==> src/rtl/icache_responder.sv <==
// Direct-mapped instruction cache for the fetch unit: same-cycle hits, and
// byte-serial fills through the memory arbiter on a miss.
module icache_responder #(
  parameter int IDX_W = 6
) (
  input  logic        clk_in,
  input  logic        rst_in,
  input  logic        rdy_in,
  input  logic [31:0] fetch_pc,
  input  logic        ask_for,
  output logic        give_you,
  output logic [31:0] give_you_ins,
  output logic [2:0]  offset,
  output logic        ic_req,
  output logic [31:0] ic_addr,
  input  logic        mem_byte_valid,
  input  logic [7:0]  mem_byte,
  output logic        o_dbg_state,
  output logic [1:0]  o_dbg_cnt
);

  localparam int DEPTH = 1 << IDX_W;
  localparam int TAG_W = 31 - IDX_W;

  typedef enum logic {
    S_IDLE = 1'b0,
    S_FILL = 1'b1
  } state_t;

  // Handshake: give_you is a level held while the PC hits (no accept signal);
  // the arbiter may present one byte per cycle while ic_req is high, and a
  // byte counts as taken only in a cycle where rdy_in is also high.
  state_t             r_state;
  logic [1:0]         r_cnt;
  logic [31:0]        r_buf;
  logic               r_ic_req;
  logic [31:0]        r_ic_addr;
  logic [DEPTH-1:0]   r_valid;
  logic [TAG_W-1:0]   r_tag  [DEPTH];
  logic [31:0]        r_data [DEPTH];

  logic [IDX_W-1:0]   w_idx;
  logic [IDX_W-1:0]   w_fill_idx;
  logic [31:0]        w_data;
  logic               w_hit;
  logic               w_take;
  logic               w_last;
  logic               w_unused;

  assign w_idx      = fetch_pc[IDX_W:1];
  assign w_fill_idx = r_ic_addr[IDX_W:1];
  assign w_data     = r_data[w_idx];
  assign w_hit      = rdy_in && ask_for && r_valid[w_idx] &&
                      (r_tag[w_idx] == fetch_pc[31:IDX_W+1]);
  assign w_take     = (r_state == S_FILL) && rdy_in && mem_byte_valid;
  assign w_last     = w_take && (r_cnt == 2'd3);
  assign w_unused   = fetch_pc[0] ^ r_ic_addr[0];

  assign give_you     = w_hit;
  assign give_you_ins = (w_data[1:0] == 2'b11) ? w_data : {16'b0, w_data[15:0]};
  assign offset       = (w_data[1:0] == 2'b11) ? 3'd4 : 3'd2;
  assign ic_req       = r_ic_req;
  assign ic_addr      = r_ic_addr;
  assign o_dbg_state  = r_state;
  assign o_dbg_cnt    = r_cnt;

  always_ff @(posedge clk_in or posedge rst_in) begin
    if (rst_in) begin
      r_state   <= S_IDLE;
      r_cnt     <= 2'd0;
      r_buf     <= 32'd0;
      r_ic_req  <= 1'b0;
      r_ic_addr <= 32'd0;
      r_valid   <= '0;
    end else if (rdy_in) begin
      case (r_state)
        S_IDLE: begin
          if (ask_for && !w_hit) begin
            r_state   <= S_FILL;
            r_ic_addr <= fetch_pc;
            r_cnt     <= 2'd0;
            r_ic_req  <= 1'b1;
          end
        end
        S_FILL: begin
          if (mem_byte_valid) begin
            r_buf[{r_cnt, 3'b000} +: 8] <= mem_byte;
            r_cnt                       <= r_cnt + 2'd1;
            if (r_cnt == 2'd3) begin
              r_valid[w_fill_idx] <= 1'b1;
              r_ic_req            <= 1'b0;
              r_state             <= S_IDLE;
            end
          end
        end
        default: r_state <= S_IDLE;
      endcase
    end
  end

  // Tag/data need no reset: the valid bits alone gate every read.
  always_ff @(posedge clk_in) begin
    if (w_last && !rst_in) begin
      r_tag[w_fill_idx]  <= r_ic_addr[31:IDX_W+1];
      r_data[w_fill_idx] <= {mem_byte, r_buf[23:0]};
    end
  end

endmodule

==> config.mk <==
export PLATFORM = sky130hd
export DESIGN_NAME = icache_responder
export DESIGN_NICKNAME = d
export VERILOG_FILES = /design/src/rtl/icache_responder.sv
export SDC_FILE = /design/constraint.sdc
export NUM_CORES = 2
export LEC_CHECK = 0
export CAP_MARGIN = 20
export CORE_ASPECT_RATIO = 2
export CORE_UTILIZATION = 40
export CTS_CLUSTER_DIAMETER = 40
export DETAILED_ROUTE_END_ITERATION = 16
export PLACE_DENSITY_LB_ADDON = 0.3
export SLEW_MARGIN = 20
export SYNTH_ARGS = -nofsm -noshare
export SYNTH_HDL_FRONTEND = slang
export SYNTH_SLANG_ARGS = --single-unit
==> constraint.sdc <==
create_clock -name clk_in -period 13.5 [get_ports clk_in]
set_input_delay 2.7 -clock clk_in [delete_from_list [all_inputs] [get_ports clk_in]]
set_output_delay 2.7 -clock clk_in [all_outputs]
set_load 0.005 [all_outputs]
==> results.json <==
{
  "cts_inserted_buffers": 311,
  "worst_skew_pair.late_latency_ns": 0.92,
  "clkSinkCount": 3772,
  "synthTopCellsByCount": "edfxtp_1 (3648), mux4_2 (981), mux2i_1 (268), clkbuf_1 (135), dfrtp_1 (124)",
  "route.vias.total": 71284,
  "critical-path-top-delay-family": "simple AND/OR/NAND/NOR gates",
  "fin_hold_ws_ns": 0.462,
  "synth_cell_type_count": 74,
  "final-max-slew-violation-count": 0,
  "min_from": "r_valid[36]",
  "fmax_mhz": 85.5,
  "synth-compound-area-share": 0.0175,
  "num_rows": 312,
  "vias_per_cell": 6.16,
  "synth_flop_cell": "edfxtp_1",
  "cp.depth": 13,
  "core_um2": 361000,
  "clk_pin_slew_worst_paths_ns": 0.07,
  "tightest_slew_ns": 1.28,
  "rsz0062_at_grt": "false",
  "dpl_cell_area_um2": 153000,
  "final_area_um2": 163000,
  "dpl.hpwl_um": 257000,
  "max_cap_violations": 0,
  "yosysMostFrequentCell": "edfxtp_1",
  "reg2reg_to": "ic_addr[31]",
  "fin_crit_sh": 0.866,
  "whs_endpoint": "r_valid[36]",
  "grt_start_max_net_pins": 122,
  "grt_pass1_wl_um": 615000,
  "reg2reg_slack_ns": 8.32,
  "die-area_um2": 365000,
  "setup_slack_ns": 1.81,
  "setup_violations": 0,
  "ys_warn_count": 0,
  "p_leak_nw": 51.5,
  "numPlacedInstances": 11014,
  "holdBufCountCts": 0,
  "antenna_left": 0,
  "layout.cells.non_filler": 11565,
  "dieWidth_um": 428,
  "synthesis.nets": 6299,
  "pre_cts_slack_ns": 2.13,
  "crit_fanout": 21,
  "peakVddDrop_uv": 100,
  "overflow": 0,
  "reg2reg_depth": 11,
  "io_pins": 117,
  "synth_adder_area_share": 0.000431,
  "cpMaxStageDelayCell": "nor2_1",
  "avgSynthCellArea_um2": 23.2,
  "tritoncts": "done",
  "drc": 0,
  "ys_ff_latch": 3772,
  "numPortBuffers": 115,
  "cp.arrival_ns": 8.99,
  "timing_worst_setup_path_type": "input port to primary output",
  "area_delta_synth_final_pct": 12.5,
  "cts_resized": 0,
  "max_slew_margin": 0.123,
  "synth_top_family_by_area": "multiplexers",
  "setup_tns_ns": 0,
  "drt-initial-drc-count": 9309,
  "cts-root-buf": "clkbuf_16",
  "reg2reg_from": "r_tag[36][1]",
  "crit_path_start_kind": "input port",
  "grt_util_all_layers": 0.246,
  "synth-simple-area-share": 0.0146,
  "synthTopCellsByArea": "edfxtp_1 (76%), mux4_2 (15%), dfrtp_1 (2.1%)",
  "drtPass1Iterations": 7,
  "crit_path_max_incr_delay_ns": 0.94,
  "crit_path_end_kind": "primary output",
  "nFillCells": 29899,
  "die_y_um": 854,
  "nNetsFinal": 6668,
  "place.gp.congestion": 0.916,
  "routed_wl_um": 455000,
  "cp_cell_sequence": "buf_4 > buf_4 > nand2_1 > nor2_1 > nand3_1 > nand4_1 > nor3_1 > xnor2_1 > nor4_1 > nand4_1 > or4b_2 > nor3_1 > clkdlybuf4s50_1",
  "min_path_type": "flop to flop",
  "synth_mux_area_frac": 0.177,
  "hold_viol": 0,
  "synth_top_cell_by_area": "edfxtp_1",
  "synth_xor_area_frac": 0.00139,
  "antenna_found_initial": 13,
  "critPathBufInv": 3,
  "layout-drive-gt1-share": 0.276,
  "synth_edf_count": 3648,
  "outcome": "finished, final reports clean",
  "hold_path_depth": 1,
  "crit_required_ns": 10.80,
  "yosysSeqAreaShare": 0.777,
  "powerDensity_nw_per_um2": 162,
  "finClkSkew_ns": 0.0497,
  "yosysTopAreaCellShare": 0.755,
  "clk_path_buf_depth": 4,
  "drt-wirelength-per-cell_um": 39.4,
  "grt_pass1_vias": 72694,
  "period_minus_slack_ns": 11.69,
  "synth_area_um2": 145000,
  "htree_levels": 5,
  "initial_core_util": 0.402,
  "ys_async_sr_fraction": 0.0329,
  "postCtsSetupBuffers": 0,
  "synthCells": 6249
}
==> per-stage QoR <==
| stage | total power [mW] | util |
|---|---|---|
| 2_1_floorplan | 16.1 | - |
| 3_3_place_gp | 17.3 | 0.425 |
| 3_5_place_dp | 17.5 | 0.425 |
| 4_1_cts | 26.5 | 0.452 |
| 5_1_grt | 27.0 | 0.453 |
| 6_report | 26.4 | 0.453 |
==> registers in the layout, indices dropped and copies added (netlist names) <==
signal / flops
r_data: 2048
o_dbg_state: 1
ic_addr: 32
r_buf: 24
o_dbg_cnt: 2
r_valid: 64
ic_req: 1
r_tag: 1600
==> worst register-to-register path, cell delays in order (launching register included) <==
cell      delay [ns]
edfxtp_1        0.37
mux4_2          0.48
mux2i_1         0.17
nor2_1          0.08
a221oi_1        0.48
nand4_1         0.29
xor2_1          0.22
a211oi_1        0.34
nand4_1         0.78
o311ai_4        0.55
buf_4           0.83
mux2_2          0.47
==> logic make-up after synthesis <==
family	count (synthesis)
adders and majority gates	5
DFF	3772
xor gates and xnor gates	23
buffers and inverters	341
and+or+nand+nor	433
AOI/OAI and AO/OA	359
other	1
muxes	1315
==> report_power, final <==
| group | internal, mW | switching, mW | leakage [nW] |
|---|---|---|---|
| Combinational | 0.725 | 2.00 | 11.9 |
| Clock | 4.98 | 4.21 | 4.90 |
| Sequential | 14.3 | 0.219 | 34.7 |
==> metal layers <==
| layer | track usage | vias to the layer above | share of wire |
|---|---|---|---|
| met2 | 0.444 | 3800 | 0.53 |
| met5 | 0 | - | 0.000081 |
| li1 | - | 27277 | - |
| met3 | 0.0345 | 993 | 0.071 |
| met4 | 0.137 | 6 | 0.064 |
| met1 | 0.280 | 39208 | 0.34 |
==> cell type report <==
| type | instances | area (um2) | area share |
|---|---|---|---|
| clock buffer | 399 | 8580 | 0.0526 |
| inverter | 11 | 56.3 | 0.000345 |
| multi-input combinational | 2136 | 31200 | 0.191 |
| antenna | 4 | 10.0 | 0.0000613 |
| sequential | 3772 | 113000 | 0.690 |
| tap | 4710 | 5890 | 0.0361 |
| timing repair buffer | 386 | 3430 | 0.0210 |
| clock inverter | 147 | 1400 | 0.00856 |
==> worst max path at each step <==
stage	start	end	slack (ns)
2_1_floorplan	fetch_pc[1]	give_you_ins[10]	4.28
3_3_place_gp	fetch_pc[2]	give_you	2.19
3_5_place_dp	fetch_pc[5]	give_you	2.13
4_1_cts	fetch_pc[5]	give_you	2.12
5_1_grt	fetch_pc[1]	give_you	1.91
6_report	fetch_pc[5]	give_you	1.81
==> layout by cell type, fill, tap and decap left out, types with 15 or more instances in the layout <==
master	count
edfxtp_1	3648
mux4_2	981
clkbuf_16	325
mux2i_1	267
buf_4	254
nand2_1	110
clkdlybuf4s50_1	101
dfrtp_1	100
a22oi_1	97
nor2_4	64
clkbuf_1	56
clkinv_2	56
nor2_1	54
nand3_1	50
o21bai_1	49
o21ai_0	45
clkinv_1	38
o22ai_1	34
a21oi_1	32
mux2_2	32
and3_1	27
mux2_4	26
bufinv_16	24
dfrtp_2	22
nor2b_1	20
nor3_1	17
clkbuf_8	17
a211oi_1	16
xnor2_1	16
buf_12	16
a21o_1	15
nand2b_1	15
(Power assumes the default switching activity.)
